==> config.mk <==
export PLATFORM = sky130hd
export DESIGN_NAME = line_buf_ctrl
export DESIGN_NICKNAME = d
export VERILOG_FILES = /design/src/rtl/video_pkg.sv /design/src/rtl/edge_det.sv /design/src/rtl/line_buf_ctrl.sv
export SDC_FILE = /design/constraint.sdc
export NUM_CORES = 1
export LEC_CHECK = 0
export BUFFER_PORTS_ARGS = -buffer_cell sky130_fd_sc_hd__buf_2
export CAP_MARGIN = 20
export CORE_MARGIN = 2
export CORE_UTILIZATION = 50
export DETAILED_ROUTE_END_ITERATION = 10
export PLACE_DENSITY = 0.75
export SLEW_MARGIN = 20
export SYNTH_ARGS = -nofsm -noshare
export SYNTH_HDL_FRONTEND = slang
export SYNTH_SLANG_ARGS = --single-unit
==> constraint.sdc <==
create_clock -name clk -period 1.9 [get_ports clk]
set_input_delay 0.285 -clock clk [delete_from_list [all_inputs] [get_ports clk]]
set_output_delay 0.285 -clock clk [all_outputs]
set_load 0.005 [all_outputs]
==> src/rtl/video_pkg.sv <==
// Constants and controller state shared by the line-delay bank, its sequencer and the 5-tap cascade.
// Pure declarations; no logic, no latency, no flow control.
package video_pkg;

    localparam int VID_ADDR_W    = 11;
    localparam int VID_NUM_LINES = 4;
    localparam int VID_LINE_W    = 12;

    // Sync side-band delay = sequencer register + BRAM read + one stage per tap.
    localparam int CONV_TAPS = 5;
    localparam int CTRL_LAT  = 1;
    localparam int BRAM_LAT  = 1;
    localparam int PIPE_LAT  = CTRL_LAT + BRAM_LAT + CONV_TAPS;

    typedef enum logic [1:0] {
        ST_IDLE   = 2'd0,
        ST_HBLANK = 2'd1,
        ST_ACTIVE = 2'd2
    } lb_state_t;

    function automatic int bank_width(input int n);
        return (n > 1) ? $clog2(n) : 1;
    endfunction

endpackage

==> src/rtl/edge_det.sv <==
// 1-bit rise/fall detector: input registered once, edges compare live input against that register.
// Edges are combinational off the current input (0 cycles); no backpressure.
module edge_det (
    input  logic clk,
    input  logic rst,
    input  logic d,
    output logic rise,
    output logic fall
);

    logic d_q;

    always_ff @(posedge clk) begin
        if (rst) begin
            d_q <= 1'b0;
        end else begin
            d_q <= d;
        end
    end

    assign rise = d & ~d_q;
    assign fall = ~d & d_q;

endmodule

==> src/rtl/line_buf_ctrl.sv <==
// Line-delay bank sequencer: column address, write strobe, bank rotation and line/frame status.
// All outputs registered, 1 cycle after rx_dv/rx_vs; free-running, no backpressure.
module line_buf_ctrl
    import video_pkg::*;
#(
    parameter int  ADDR_W    = VID_ADDR_W,
    parameter int  NUM_LINES = VID_NUM_LINES,
    parameter int  LINE_W    = VID_LINE_W,
    localparam int BANK_W    = bank_width(NUM_LINES)
) (
    input  logic              clk,
    input  logic              rst,
    input  logic              rx_dv,
    input  logic              rx_hs,
    input  logic              rx_vs,
    output logic              wr_en,
    output logic [ADDR_W-1:0] col_addr,
    output logic [BANK_W-1:0] wr_bank,
    output logic [ADDR_W:0]   line_len,
    output logic [LINE_W-1:0] line_cnt,
    output logic              frame_start,
    output logic              filt_valid,
    output logic              first_col,
    output logic              last_col,
    output logic              len_err,
    output logic              ovf,
    output logic              hs_q
);

    localparam int LEN_W  = ADDR_W + 1;
    localparam int FILL_W = $clog2(NUM_LINES + 1);

    localparam logic [ADDR_W-1:0] COL_MAX   = '1;
    localparam logic [LINE_W-1:0] CNT_MAX   = '1;
    localparam logic [BANK_W-1:0] BANK_LAST = BANK_W'(NUM_LINES - 1);
    localparam logic [FILL_W-1:0] FILL_FULL = FILL_W'(NUM_LINES);

    lb_state_t         state;
    logic [FILL_W-1:0] lines_filled;
    logic              dv_rise;
    logic              dv_fall;
    logic              vs_rise;
    logic              vs_fall_unused;
    logic [LEN_W-1:0]  col_inc;
    logic              next_is_last;
    logic              bank_full;

    edge_det u_dv_edge (
        .clk  (clk),
        .rst  (rst),
        .d    (rx_dv),
        .rise (dv_rise),
        .fall (dv_fall)
    );

    edge_det u_vs_edge (
        .clk  (clk),
        .rst  (rst),
        .d    (rx_vs),
        .rise (vs_rise),
        .fall (vs_fall_unused)
    );

    // col_inc doubles as the pixel count at line end: a saturated column reads back as 2^ADDR_W.
    assign col_inc      = {1'b0, col_addr} + LEN_W'(1);
    assign next_is_last = (line_len != '0) && (col_inc == line_len - LEN_W'(1));
    assign bank_full    = (lines_filled == FILL_FULL);

    always_ff @(posedge clk) begin
        if (rst) begin
            state        <= ST_IDLE;
            wr_en        <= 1'b0;
            col_addr     <= '0;
            wr_bank      <= '0;
            line_len     <= '0;
            line_cnt     <= '0;
            lines_filled <= '0;
            frame_start  <= 1'b0;
            filt_valid   <= 1'b0;
            first_col    <= 1'b0;
            last_col     <= 1'b0;
            len_err      <= 1'b0;
            ovf          <= 1'b0;
            hs_q         <= 1'b0;
        end else begin
            hs_q        <= rx_hs;
            frame_start <= 1'b0;
            wr_en       <= 1'b0;
            filt_valid  <= 1'b0;
            first_col   <= 1'b0;
            last_col    <= 1'b0;

            // Frame start overrides everything, including a coincident line end.
            if (vs_rise) begin
                state        <= ST_HBLANK;
                frame_start  <= 1'b1;
                col_addr     <= '0;
                wr_bank      <= '0;
                line_cnt     <= '0;
                lines_filled <= '0;
                len_err      <= 1'b0;
                ovf          <= 1'b0;
            end else begin
                case (state)
                    ST_IDLE: begin
                        state <= ST_IDLE;
                    end

                    ST_HBLANK: begin
                        if (dv_rise) begin
                            state      <= ST_ACTIVE;
                            wr_en      <= 1'b1;
                            col_addr   <= '0;
                            first_col  <= 1'b1;
                            last_col   <= (line_len == LEN_W'(1));
                            filt_valid <= bank_full;
                        end
                    end

                    ST_ACTIVE: begin
                        if (dv_fall) begin
                            state    <= ST_HBLANK;
                            col_addr <= '0;
                            line_len <= col_inc;
                            if ((line_len != '0) && (line_len != col_inc)) begin
                                len_err <= 1'b1;
                            end
                            wr_bank      <= (wr_bank == BANK_LAST) ? '0 : wr_bank + BANK_W'(1);
                            line_cnt     <= (line_cnt == CNT_MAX) ? line_cnt : line_cnt + LINE_W'(1);
                            lines_filled <= bank_full ? lines_filled : lines_filled + FILL_W'(1);
                        end else if (col_addr == COL_MAX) begin
                            ovf <= 1'b1;
                        end else begin
                            wr_en      <= 1'b1;
                            col_addr   <= col_addr + ADDR_W'(1);
                            last_col   <= next_is_last;
                            filt_valid <= bank_full;
                        end
                    end

                    default: begin
                        state <= ST_IDLE;
                    end
                endcase
            end
        end
    end

endmodule

After elaboration in Yosys (flattened, before gate mapping)
Index checks and enable logic that the tools add are counted.
- register bits after elaboration: 52
- input port bits: 5
- logic and storage cells: 85
- add/subtract/negate cells: 6
- eq/ne operators: 14
- muxes and demuxes: 22
- bitwise gates (word level): 11
- reduce and logical (&&, ||, !) cells: 15
- operator list (kind ; number):
    11-bit 2-to-1 mux ; 3
    11-bit one-hot mux with 2 select lines ; 1
    3-bit AND reduction ; 6
    11-bit by 1-bit adder with 12-bit output (second input constant) ; 1
    12-bit by 1-bit adder with 12-bit output (second input constant) ; 1
    12-bit by 1-bit == test with 1-bit output (second input constant) ; 1
    12-bit == test ; 1
    12-bit == test (second input constant) ; 1
    12-bit != test ; 1
    12-bit nonzero test ; 1
    12-bit by 1-bit subtractor with 12-bit output (second input constant) ; 1
    11-bit by 1-bit adder with 11-bit output (second input constant) ; 1
    11-bit == test (second input constant) ; 1
    1-bit 2-to-1 mux ; 11
    1-bit inverter ; 8
    2-bit 2-to-1 mux ; 3
    3-bit by 2-bit != test with 1-bit output (second input constant) ; 2
    1-bit one-hot mux with 2 select lines ; 3
    2-bit AND reduction ; 3
    2-bit == test (second input constant) ; 2
    2-bit != test (second input constant) ; 2
    2-bit one-hot mux with 2 select lines ; 1
    3-bit by 1-bit adder with 3-bit output (second input constant) ; 1
    1-bit bitwise AND ; 3
    8 further kinds ; 9

Logic depth before layout (Yosys ltp)
Gate-level depths: netlist of the first run.
- word-level depth: 6
- gate-level depth with buffers: 10
- depth with buffers taken out: 9

Hierarchy
Synthesis of the first run repeated with hierarchy kept, for this count alone.
- cells, all modules: 358
- area total of the unflattened synthesis: 2912.8 µm²
- by module, submodules not included (module ; times used ; cells an instance ; area an instance (µm²) ; seq. area each (µm²)):
    line_buf_ctrl ; 1 ; 350 ; 2835.2 ; 1001.0
    edge_det ; 2 ; 4 ; 38.8 ; 20.0

Least setup slack after synthesis of the first run
OpenSTA, ideal clock, no wires.
- path kind: register -> register
- start point: reg col_addr[0]
- end point: reg last_col
- setup time: 0.069 ns
- arrival time: 2.093 ns
- required time: 1.831 ns
- slack: -0.262 ns
- stages on the path, launching flop included: 11
- path through: dfxtp_1 > ha_1 > buf_2 > nand3_1 > or3_1 > buf_2 > xor2_1 > xnor2_1 > nor3_1 > o2111ai_1 > o21ai_1
- cells in the longest elaborated chain, start to end: 6
- ends and longest elaborated chain (item ; RTL line ; text):
    from (decl) ; line_buf_ctrl.sv:17 ; output logic [ADDR_W-1:0] col_addr,
    from (signal assigned) ; line_buf_ctrl.sv:135 ; col_addr <= col_addr + ADDR_W'(1);
    11-bit by 1-bit adder with 12-bit output ; line_buf_ctrl.sv:65 ; assign col_inc = {1'b0, col_addr} + LEN_W'(1);
    12-bit == test ; line_buf_ctrl.sv:66 ; assign next_is_last = (line_len != '0) && (col_inc == line_len - LEN_W'(1));
    1-bit logical AND ; line_buf_ctrl.sv:66 ;
    1-bit 2-to-1 mux * ; line_buf_ctrl.sv:131 ; end else if (col_addr == COL_MAX) begin
    1-bit 2-to-1 mux * ; line_buf_ctrl.sv:121 ; if (dv_fall) begin
    1-bit one-hot mux with 2 select lines * ; line_buf_ctrl.sv:104 ; case (state)
    to (signal assigned) ; line_buf_ctrl.sv:115 ; last_col <= (line_len == LEN_W'(1));
    to (signal assigned) ; line_buf_ctrl.sv:136 ; last_col <= next_is_last;
    to (decl) ; line_buf_ctrl.sv:24 ; output logic last_col,
Every way passes the cells marked *; elsewhere a longest branch is shown, timed or not.
A chain may end at the register's enable or synchronous reset.

Final worst setup path of the first run
- start point: reg col_addr[7]
- end point: reg col_addr[2]
- cells in the longest elaborated chain, start to end: 3
- ends and longest elaborated chain (item ; RTL line):
    11-bit == test ; line_buf_ctrl.sv:131
    3-bit != test (no line) ; --
    3-bit AND reduction (no line) ; --
No other way between the ends.

==> results.env, run 1 <==
HTREEDEPTH=2
FILLERS=478
DR_PASS1_ITERATIONS=4
POST-ROUTE-WORST-SETUP-SLACK_NS=-0.0106
POST-ROUTE-CELL-AREA_SQ_UM=4040
DRT-VIAS-PER-INSTANCE=5.44
ROUTED.TOP_LAYER='met4'
STATUS='complete, but fails checks'
STARTPOINT_TYPE='flop'
TRITONCTS='yes'
SYNTH_TOP_AREA_CELL='sky130_fd_sc_hd__dfxtp_1'
ANTENNA_VIOLATING_NETS_POST_ROUTE=0
DETAILED_PLACE.AREA_SQ_UM=3740
WORST-ENDPOINT-REQUIRED_NS=2.14
CAP_VIOLATIONS=0
WIRE_PER_INST_UM=15.3
PERIOD_NEEDED_NS=1.91
TYPE_OF_THE_SETUP_PATH_WITH_THE_LEAST_SLACK='reg -> reg'
CTS.REPORTEDPATHS.CLKPINSLEW_NS=0.09
YOSYSMOSTFREQUENTCELL='sky130_fd_sc_hd__nor2_1'
MAX_SLEW.WORST_PIN.SLEW_NS=0.433
SYNTHDOMINANTCELLAREASHARE_PCT=33.9
POST_SYNTH.CELL_AREA_AVG_SQ_UM=8.28
CP_NUM_BUF_INV=2
ROWS=28
SYNTH.NET_COUNT=385
WORST_SETUP_PATH_END_KIND='flop'
CTS_BUFFER_DEPTH=2
TOTAL_LEAKAGE_POWER_nW=1.70
SYN_AREA_SQ_UM=3070
SYNTH_CELLS=371
GRT_UTIL_ALL_LAYERS_PCT=24.5
SYNTH_SEQUENTIAL_AREA_RATIO_PCT=33.9
SYNTH.AREA.TOP_CELLS='sky130_fd_sc_hd__dfxtp_1 (34%), sky130_fd_sc_hd__xnor2_1 (7.4%), sky130_fd_sc_hd__nor2_1 (7.2%), sky130_fd_sc_hd__xor2_1 (5.4%), sky130_fd_sc_hd__a21oi_1 (4.1%)'
POWER.DENSITY_nW_PER_UM2=448
DIE-WIDTH_UM=82.4
CTS-BUFFERS-INSERTED=5
START_UTIL_PCT=51.9
CTS_NUM_SINKS=52
MULTIINPUTGATEAREA_SQ_UM=2080
SYNTH_TOP_FLOP_CELL='sky130_fd_sc_hd__dfxtp_1'
DESIGN.CORE.AREA_SQ_UM=5920
HOLDCRITPATHCLASS='in -> reg'
CLOCK-ROOT-BUFFER='sky130_fd_sc_hd__clkbuf_8'
CP_SLOWEST_CELL='sky130_fd_sc_hd__dfxtp_2'
SEQCELLAREA_SQ_UM=1060
GRT_FIRST_PASS_WIRELENGTH_MM=12.8
VIAS=2922
DIE_HEIGHT_UM=82.4
N_ANTENNA_CELL=0
SYNTHTOPCELLSBYCOUNT='sky130_fd_sc_hd__nor2_1 (59), sky130_fd_sc_hd__dfxtp_1 (52), sky130_fd_sc_hd__xnor2_1 (26)'
GLOBALPLACE.CONGESTION=0.917
FINAL_SETUP_VIO_COUNT=2
CLKLATENCYLATEPIN_NS=0.31
FP.DIEAREA_SQ_UM=6780
MAX-VDD-IR-DROP_mV=0.319
DRT_ITER0_DRC=154
CRITICAL_PATH_ARRIVAL_NS=2.15
HALF_PERIMETER_WIRE_LENGTH_AFTER_PLACEMENT_MM=6.06
ROUTED_WL_MM=8.24
FLOPS_LATCHES_SYNTH=52
DRC=0
PATH_MAX_FANOUT=5
SYNTH-EDFF-COUNT=0
GRT_START_MAX_NET_PINS=35
MET3ROUTEDLENGTH_UM=395
CRITICAL_PATH_MAX_STAGE_DELAY_NS=0.37
PORTBUFFERS=49
YOSYS.CELL_TYPES.COUNT=58
TIMING.CLOCK.SKEW_NS=0.00463
FINAL_HOLD_VIOL_COUNT=0
WORST_HOLD_SLACK_AFTER_FINAL_LAYOUT_NS=0.189
CELL_CLASS_CONTRIBUTING_THE_BIGGEST_SHARE_OF_WORST_PATH_DELAY='compound AO/OA/AOI/OAI gates'
GRT_PASS1_VIAS=2690
PROPORTION_OF_SYNTHESIZED_FLIP_FLOPS_HAVING_ASYNCHRONOUS_SET_OR_RESET_PCT=0
FLOW.AREA_GROWTH_FROM_SYNTHESIS_PCT=31.5
YS.WARNINGS.COUNT=0
GRT_ANTENNA_BEFORE_REPAIR=0
GR-TOTAL-OVERFLOW=0
WORSTPATHCELLLIST='nand4_1 > buf_4 > o41ai_2 > nor2_1 > a21oi_2 > buf_2 > o21ai_0 > a21oi_1'
FIN_CRIT_SH_PCT=101
DESIGN.PORTCOUNT=50
SLEW_HEADROOM_PCT=71.1
REPORT.FINAL.SLEW_VIOL_COUNT=0
MAX_CLOCK_FREQ_MHz=523
WIRELENGTH_MET1_MM=3.70
RSZ0062_AT_GRT='yes'
DRIVE_ABOVE_1_SHARE_PCT=36.6
ROUTED-WL-MET2_MM=4.07
FAILING_CHECKS='negative setup slack'
FINALNETCOUNT=476
area by class of cell:
type,count,area share [%]
inverter,9,0.836
tap,75,2.32
multi-input combinational,287,51.5
timing repair buffer,107,17.1
clock buffer,5,1.70
sequential,52,26.2
clock inverter,2,0.310
metal layers:
| layer | GRT usage (%) | vias up |
|---|---|---|
| met5 | 0 | - |
| met1 | 32.0 | 1379 |
| li1 | - | 1466 |
| met3 | 4.46 | 9 |
| met2 | 42.6 | 68 |
| met4 | 4.50 | 0 |
layout by cell type, fill, tap and decap left out, types with 4 or more instances in the layout:
cell	synthesis	routed
sky130_fd_sc_hd__xor2_1	19	16
sky130_fd_sc_hd__nor3_1	13	12
sky130_fd_sc_hd__buf_2	11	50
sky130_fd_sc_hd__nand2_1	22	20
sky130_fd_sc_hd__nand3_1	13	10
sky130_fd_sc_hd__and3_1	5	5
sky130_fd_sc_hd__dfxtp_1	52	42
sky130_fd_sc_hd__o21ai_0	10	8
sky130_fd_sc_hd__xnor2_2	2	8
sky130_fd_sc_hd__inv_1	9	7
sky130_fd_sc_hd__nor2b_1	9	8
sky130_fd_sc_hd__nand4_1	7	7
sky130_fd_sc_hd__dfxtp_2	0	8
sky130_fd_sc_hd__o21ai_1	2	4
sky130_fd_sc_hd__buf_4	2	54
sky130_fd_sc_hd__ha_1	9	6
sky130_fd_sc_hd__clkbuf_8	0	5
sky130_fd_sc_hd__nor2_1	59	57
sky130_fd_sc_hd__a211oi_1	10	10
sky130_fd_sc_hd__xnor2_1	26	19
sky130_fd_sc_hd__a21oi_1	25	24
repair_timing:
item / CTS / global route
gates resized for setup: 11 / 34
hold buffers: 0 / 0
setup endpoints to repair: 12 / 26
pin swaps: 1 / 17
gates cloned: 0 / 1
buffers inserted: 0 / 3
power by group:
group	leakage [nW]	total, mW	internal, mW	switching, mW
logic	1.24	0.102	0.0387	0.0636
clock network	0.0400	0.611	0.250	0.361
registers	0.426	1.10	1.09	0.00451
total	1.70	1.81	1.38	0.429
final timing paths:
kind / start / endpoint / slack [ns] / cells after the start
worst min register to register: u_vs_edge.d_q / frame_start / 0.44 / 1
worst max-delay path: col_addr[7] / col_addr[2] / -0.01 / 8
worst min-delay path: rx_hs / hs_q / 0.19 / 2
worst max register to register: col_addr[7] / col_addr[2] / -0.01 / 8
kinds of logic after synthesis:
group,Yosys count,synth area share [%]
flip-flops,52,33.9
buffers and inverters,32,4.85
adder cells (fa/ha/maj),9,3.67
XOR/XNOR,48,14.6
AO/OA/AOI/OAI,66,13.9
multiplexers,3,1.02
AND/OR/NAND/NOR,161,28.0
through the flow:
step	cells	TNS (ns)	power [mW]	setup WS, ns	utilization (%)
final	537	-0.0130	1.81	-0.0106	68.2
after floorplan	371	-0.0216	1.18	-0.0216	-
after CTS	533	-0.00703	1.83	-0.00703	65.3
after global routing	537	-0.657	1.89	-0.108	68.2
after global placement	526	-0.00947	1.21	-0.00947	63.2
after detailed placement	526	-0.193	1.22	-0.0444	63.2
state kept, by name (all words and copies together) (netlist names), 2 cells and up:
| register | flops |
|---|---|
| col_addr | 11 |
| wr_bank | 2 |
| lines_filled | 3 |
| line_cnt | 12 |
| line_len | 12 |
| state | 2 |
(Power assumes the default switching activity.)
==> inputs of run 2 (changes only) <==
--- a/constraint.sdc
+++ b/constraint.sdc
@@ -3,2 +3,2 @@
 set_output_delay 0.285 -clock clk [all_outputs]
-set_load 0.005 [all_outputs]
+set_load 0.1 [all_outputs]
==> results.env, run 2 (synthesized netlist as in run 1, its figures left out) <==
STATUS='complete, but fails checks'  # unchanged
FAILING_CHECKS='negative setup slack'  # unchanged
DIE_HEIGHT_UM=82.4  # unchanged
GLOBALPLACE.CONGESTION=0.919  # was 0.917
FILLERS=486  # was 478
CTS.REPORTEDPATHS.CLKPINSLEW_NS=0.10  # was 0.09 ns
ROWS=28  # unchanged
FIN_CRIT_SH_PCT=102  # was 101%
REG.LARGEST.LIST='line_cnt: 12 flops, line_len: 12 flops, col_addr: 11 flops'  # unchanged
DETAILED_PLACE.AREA_SQ_UM=3820  # was 3740 sq um
GRT_PASS1_VIAS=2775  # was 2,690
PATH_MAX_FANOUT=6  # was 5
MULTIINPUTGATEAREA_SQ_UM=2050  # was 2080 sq um
REPORT.FINAL.SLEW_VIOL_COUNT=0  # unchanged
PERIOD_NEEDED_NS=1.94  # was 1.91 ns
DESIGN.CORE.AREA_SQ_UM=5920  # unchanged
DESIGN.PORTCOUNT=50  # unchanged
DRIVE_ABOVE_1_SHARE_PCT=38.9  # was 36.6%
CAP_VIOLATIONS=0  # unchanged
GRT_UTIL_ALL_LAYERS_PCT=25.5  # was 24.5%
CLKLATENCYLATEPIN_NS=0.31  # about the same
VIAS=3005  # was 2,922
DR_PASS1_ITERATIONS=4  # unchanged
POSTLAYOUTCOREUTIL_PCT=69.0  # was 68.2%
GRT_START_MAX_NET_PINS=35  # unchanged
DRC=0  # unchanged
SLEW_HEADROOM_PCT=66.9  # was 71.1%
TYPE_OF_THE_SETUP_PATH_WITH_THE_LEAST_SLACK='reg -> reg'  # unchanged
ANTENNA_VIOLATING_NETS_POST_ROUTE=0  # unchanged
MAX_CLOCK_FREQ_MHz=515  # was 523 MHz
N_ANTENNA_CELL=0  # unchanged
FLOW.AREA_GROWTH_FROM_SYNTHESIS_PCT=33.0  # was 31.5%
CTS-BUFFERS-INSERTED=5  # unchanged
MAX_SLEW.WORST_PIN.SLEW_NS=0.500  # was 0.433 ns
POST-ROUTE-CELL-AREA_SQ_UM=4080  # was 4040 sq um
CTS_NUM_SINKS=52  # unchanged
GR-TOTAL-OVERFLOW=0  # unchanged
FINAL_CELL_MIX='sky130_fd_sc_hd__nor2_1 (59), sky130_fd_sc_hd__buf_4 (49), sky130_fd_sc_hd__buf_2 (49)'  # was sky130_fd_sc_hd__nor2_1 (57), sky130_fd_sc_hd__buf_4 (54), sky130_fd_sc_hd__buf_2 (50)
DRT-VIAS-PER-INSTANCE=5.65  # was 5.44
TIMING.CLOCK.SKEW_NS=0.00513  # was 0.00463 ns
WIRE_PER_INST_UM=16.1  # was 15.3 um
STARTPOINT_TYPE='flop'  # unchanged
TOTAL_LEAKAGE_POWER_nW=1.68  # was 1.70 nW
RSZ0062_AT_GRT='yes'  # unchanged
FINAL_SETUP_VIO_COUNT=1  # was 2
WORST_SETUP_PATH_END_KIND='flop'  # unchanged
GRT_ANTENNA_BEFORE_REPAIR=0  # unchanged
MAX-VDD-IR-DROP_mV=0.404  # was 0.319 mV
POST_CTS_HOLD_BUFFER_COUNT=0  # unchanged
ROUTED_WL_MM=8.58  # was 8.24 mm
WORST_HOLD_SLACK_AFTER_FINAL_LAYOUT_NS=0.179  # was 0.189 ns
FP.DIEAREA_SQ_UM=6780  # unchanged
CLOCK-ROOT-BUFFER='sky130_fd_sc_hd__clkbuf_8'  # unchanged
HOLDCRITPATHCLASS='in -> reg'  # unchanged
SEQCELLAREA_SQ_UM=1130  # was 1060 sq um
DIE-WIDTH_UM=82.4  # unchanged
GRT_FIRST_PASS_WIRELENGTH_MM=13.2  # was 12.8 mm
POWER.DENSITY_nW_PER_UM2=486  # was 448 nW/um^2
PORTBUFFERS=49  # unchanged
MOSTFREQUENTLAYOUTCELL='sky130_fd_sc_hd__nor2_1'  # unchanged
DRT_ITER0_DRC=179  # was 154
FINALNETCOUNT=470  # was 476
WORST-ENDPOINT-REQUIRED_NS=2.15  # was 2.14 ns
HTREEDEPTH=2  # unchanged
CTS_BUFFER_DEPTH=2  # unchanged
HALF_PERIMETER_WIRE_LENGTH_AFTER_PLACEMENT_MM=6.16  # was 6.06 mm
FINAL_HOLD_VIOL_COUNT=0  # unchanged
TRITONCTS='yes'  # unchanged
CRITICAL_PATH_ARRIVAL_NS=2.19  # was 2.15 ns
POST-ROUTE-WORST-SETUP-SLACK_NS=-0.0408  # was -0.0106 ns
START_UTIL_PCT=51.9  # unchanged
## run 2: cell type report
class | instances | area share (%)
multi-input combinational | 287 | 50.3
sequential | 52 | 27.6
inverter | 9 | 0.827
clock inverter | 2 | 0.950
tap | 75 | 2.30
clock buffer | 6 | 1.78
timing repair buffer | 101 | 16.3
## run 2: worst max-delay path: stages (launching register included)
cell	delay, ns
sky130_fd_sc_hd__dfxtp_4	0.36
sky130_fd_sc_hd__ha_4	0.19
sky130_fd_sc_hd__and3_1	0.23
sky130_fd_sc_hd__xnor2_1	0.23
sky130_fd_sc_hd__nor3b_2	0.23
sky130_fd_sc_hd__o21bai_1	0.11
sky130_fd_sc_hd__a221oi_2	0.27
sky130_fd_sc_hd__nand4_1	0.12
sky130_fd_sc_hd__o21ai_1	0.15
## run 2: power by group
group          switching [mW]  leakage, nW  total [mW]  internal, mW
clock                   0.386       0.0558       0.785         0.399
combinational          0.0885         1.19       0.128        0.0394
sequential            0.00445        0.441        1.07          1.07
## run 2: path summary, 6_finish.rpt
check	depth (start not counted)	startpoint	slack (ns)	end
setup / recovery	8	col_addr[1]	-0.04	last_col
hold / removal	2	rx_hs	0.18	hs_q
setup reg to reg	8	col_addr[1]	-0.04	last_col
hold reg to reg	1	u_vs_edge.d_q	0.44	frame_start
## run 2: stage by stage
step,setup WS (ns),total power [mW],std cells,TNS (ns)
2_1_floorplan,-0.217,1.19,371,-0.421
3_3_place_gp,-0.0805,1.22,520,-0.0805
3_5_place_dp,-0.0859,1.22,520,-0.0859
4_1_cts,-0.00158,2.00,528,-0.00158
5_1_grt,-0.168,2.07,532,-0.447
6_report,-0.0408,1.99,532,-0.0408
## run 2: repair_timing
action                                  CTS  global route
endpoints found under the setup margin    1            12
setup buffers                             0             3
resized for setup                        13            12
pin swaps                                 3            11
cloned                                    0             1
## run 2: routing by layer
metal / part of all wire (%) / vias up / routed length [um] / GRT usage [%]
li1: - / 1453 / - / -
met1: 42 / 1443 / 3610 / 31.8
met2: 50 / 91 / 4280 / 44.6
met3: 5.6 / 18 / 480 / 4.57
met4: 2.4 / 0 / 206 / 7.83
met5: 0 / - / 0 / 0
==> inputs of run 3 (changes only) <==
- MAX_ROUTING_LAYER: not set -> met4
==> results.env, run 3 (synthesized netlist as in run 1, its figures left out) <==
START_UTIL_PCT=51.9  # unchanged
CTS_NUM_SINKS=52  # unchanged
WORST_SETUP_PATH_END_KIND='flop'  # unchanged
DIE-WIDTH_UM=82.4  # unchanged
TRITONCTS='yes'  # unchanged
DR_PASS1_ITERATIONS=4  # unchanged
N_ANTENNA_CELL=0  # unchanged
NET-SWITCHING-POWER_mW=0.479  # about the same
POWER.DENSITY_nW_PER_UM2=519  # was 486 nW/um^2
GRT_FIRST_PASS_WIRELENGTH_MM=12.8  # was 13.2 mm
STARTPOINT_TYPE='flop'  # unchanged
WORST-ENDPOINT-REQUIRED_NS=2.16  # was 2.15 ns
CP_SLOWEST_CELL='sky130_fd_sc_hd__dfxtp_4'  # unchanged
CTS.REPORTEDPATHS.CLKPINSLEW_NS=0.10  # about the same
FINAL_HOLD_VIOL_COUNT=0  # unchanged
FINAL_SETUP_VIO_COUNT=0  # was 1
REPORT.FINAL.SLEW_VIOL_COUNT=0  # unchanged
FINALNETCOUNT=468  # was 470
ROUTED_WL_MM=8.21  # was 8.58 mm
FINAL_CELLS=530  # was 532
WORST_HOLD_SLACK_AFTER_FINAL_LAYOUT_NS=0.193  # was 0.179 ns
ANTENNA_VIOLATING_NETS_POST_ROUTE=0  # unchanged
CP_NUM_CELLS=9  # was 8
PATH_MAX_FANOUT=6  # unchanged
DRIVE_ABOVE_1_SHARE_PCT=38.9  # about the same
HOLDCRITPATHCLASS='in -> reg'  # unchanged
CP_NUM_BUF_INV=1  # was 0
CLOCK-ROOT-BUFFER='sky130_fd_sc_hd__clkbuf_8'  # unchanged
CRITICAL_PATH_MAX_STAGE_DELAY_NS=0.36  # about the same
PORTBUFFERS=49  # unchanged
FP.DIEAREA_SQ_UM=6780  # unchanged
REG.LARGEST.LIST='line_cnt: 12 flops, line_len: 12 flops, col_addr: 11 flops'  # unchanged
STATUS='complete, no violations'  # was complete, but fails checks
DRC=0  # unchanged
CELL_CLASS_CONTRIBUTING_THE_BIGGEST_SHARE_OF_WORST_PATH_DELAY='simple AND/OR/NAND/NOR gates'  # unchanged
ROWS=28  # unchanged
WIRE_PER_INST_UM=15.5  # was 16.1 um
PWR-SHARE-CLK_PCT=43.2  # was 39.5%
TOTAL_LEAKAGE_POWER_nW=1.69  # was 1.68 nW
GRT_UTIL_ALL_LAYERS_PCT=25.4  # was 25.5%
POWER.SEQUENTIAL.FRACTION_PCT=50.8  # was 54.0%
P_INT_mW=1.64  # was 1.51 mW
TIMING.HOLD.WORST_PATH_DEPTH=2  # unchanged
RSZ0062_AT_GRT='yes'  # unchanged
DRT-VIAS-PER-INSTANCE=5.42  # was 5.65
GRT_ANTENNA_BEFORE_REPAIR=0  # unchanged
DETAILED_PLACE.AREA_SQ_UM=3820  # unchanged
GRT_PASS1_VIAS=2700  # was 2,775
CTS-BUFFERS-INSERTED=5  # unchanged
GRT_START_MAX_NET_PINS=35  # unchanged
PERIOD_NEEDED_NS=1.89  # was 1.94 ns
COMBPWRFRAC_PCT=6.0  # was 6.4%
SLEW_HEADROOM_PCT=66.8  # was 66.9%
POST-ROUTE-CELL-AREA_SQ_UM=4080  # about the same
POST-PLACE-CELLS=520  # unchanged
CTS_BUFFER_DEPTH=2  # unchanged
GRTUSAGEMET2_PCT=41.7  # was 44.6%
CAP_VIOLATIONS=0  # unchanged
GROUTE.LAYER.MET3.USAGE_PCT=4.67  # was 4.57%
MAX_CLOCK_FREQ_MHz=528  # was 515 MHz
DIE_HEIGHT_UM=82.4  # unchanged
SW_SHARE_PCT=22.7  # was 24.1%
REG2REG_DEPTH=9  # was 8
HTREEDEPTH=2  # unchanged
TYPE_OF_THE_SETUP_PATH_WITH_THE_LEAST_SLACK='reg -> reg'  # unchanged
TIMING.CLOCK.SKEW_NS=0.0141  # was 0.00513 ns
DESIGN.CORE.AREA_SQ_UM=5920  # unchanged
FINAL_CELL_MIX='sky130_fd_sc_hd__nor2_1 (58), sky130_fd_sc_hd__buf_2 (50), sky130_fd_sc_hd__buf_4 (46)'  # was sky130_fd_sc_hd__nor2_1 (59), sky130_fd_sc_hd__buf_4 (49), sky130_fd_sc_hd__buf_2 (49)
FLOW.AREA_GROWTH_FROM_SYNTHESIS_PCT=32.8  # was 33.0%
GLOBALPLACE.CONGESTION=0.980  # was 0.919
WORSTPATHCELLLIST='ha_4 > and3_2 > and3_4 > xnor2_4 > buf_4 > xnor2_1 > a21oi_1 > nand4_1 > o21ai_1'  # was ha_4 > and3_1 > xnor2_1 > nor3b_2 > o21bai_1 > a221oi_2 > nand4_1 > o21ai_1
HALF_PERIMETER_WIRE_LENGTH_AFTER_PLACEMENT_MM=6.03  # was 6.16 mm
DESIGN.PORTCOUNT=50  # unchanged
GR-USAGE-MET1_PCT=32.4  # was 31.8%
FIN_CRIT_SH_PCT=99.7  # was 102%
CRITICAL_PATH_ARRIVAL_NS=2.15  # was 2.19 ns
GR-TOTAL-OVERFLOW=0  # unchanged
FILLERS=465  # was 486
VIAS=2874  # was 3,005
DRT_ITER0_DRC=186  # was 179
MAX-VDD-IR-DROP_mV=0.455  # was 0.404 mV
MOSTFREQUENTLAYOUTCELL='sky130_fd_sc_hd__nor2_1'  # unchanged
MAX_SLEW.WORST_PIN.SLEW_NS=0.501  # was 0.500 ns
CLKLATENCYLATEPIN_NS=0.32  # was 0.31 ns
GR_BUSIEST_METAL='met2'  # unchanged
run 3: area by class of cell:
type	instances	area (sq um)	share of cell area, %
clock inverter	2	60.1	1.47
clock buffer	6	72.6	1.78
sequential	52	1130	27.6
timing repair buffer	99	647	15.9
inverter	9	33.8	0.829
tap	75	93.8	2.30
multi-input combinational	287	2040	50.1
run 3: per-layer routing:
layer / part of all wire, % / vias to the layer above
met4: 1.2 / 0
met5: 0 / -
met2: 49 / 71
met1: 45 / 1342
li1: - / 1451
met3: 4.6 / 10
run 3: worst paths after layout:
kind	startpoint	slack [ns]	end
setup / recovery	col_addr[1]	0.006	last_col
hold / removal	rx_hs	0.19	hs_q
hold reg to reg	u_vs_edge.d_q	0.44	frame_start
setup reg to reg	col_addr[1]	0.006	last_col
run 3: power by group through the flow:
stage	clock network, mW	registers, mW	logic, mW
after floorplan	0	1.12	0.0617
after global placement	0	1.10	0.119
after detailed placement	0	1.10	0.121
after CTS	0.916	1.07	0.122
after global routing	0.967	1.08	0.138
final	0.914	1.07	0.127
run 3: through the flow:
step | worst slack (ns) | TNS, ns | total power [mW] | util (%)
final | 0.00578 | 0 | 2.11 | 68.9
after global routing | -0.0478 | -0.250 | 2.18 | 68.9
after CTS | -0.00653 | -0.00653 | 2.11 | 67.4
after detailed placement | -0.0655 | -0.0655 | 1.22 | 64.6
after global placement | -0.0938 | -0.0938 | 1.22 | 64.6
after floorplan | -0.217 | -0.421 | 1.19 | -
run 3: timing repair:
item,CTS,global route
buffers inserted,0,1
gates resized for setup,7,17
cloned,0,1
pin swaps,2,12
setup endpoints to repair,2,10
hold buffers,0,0
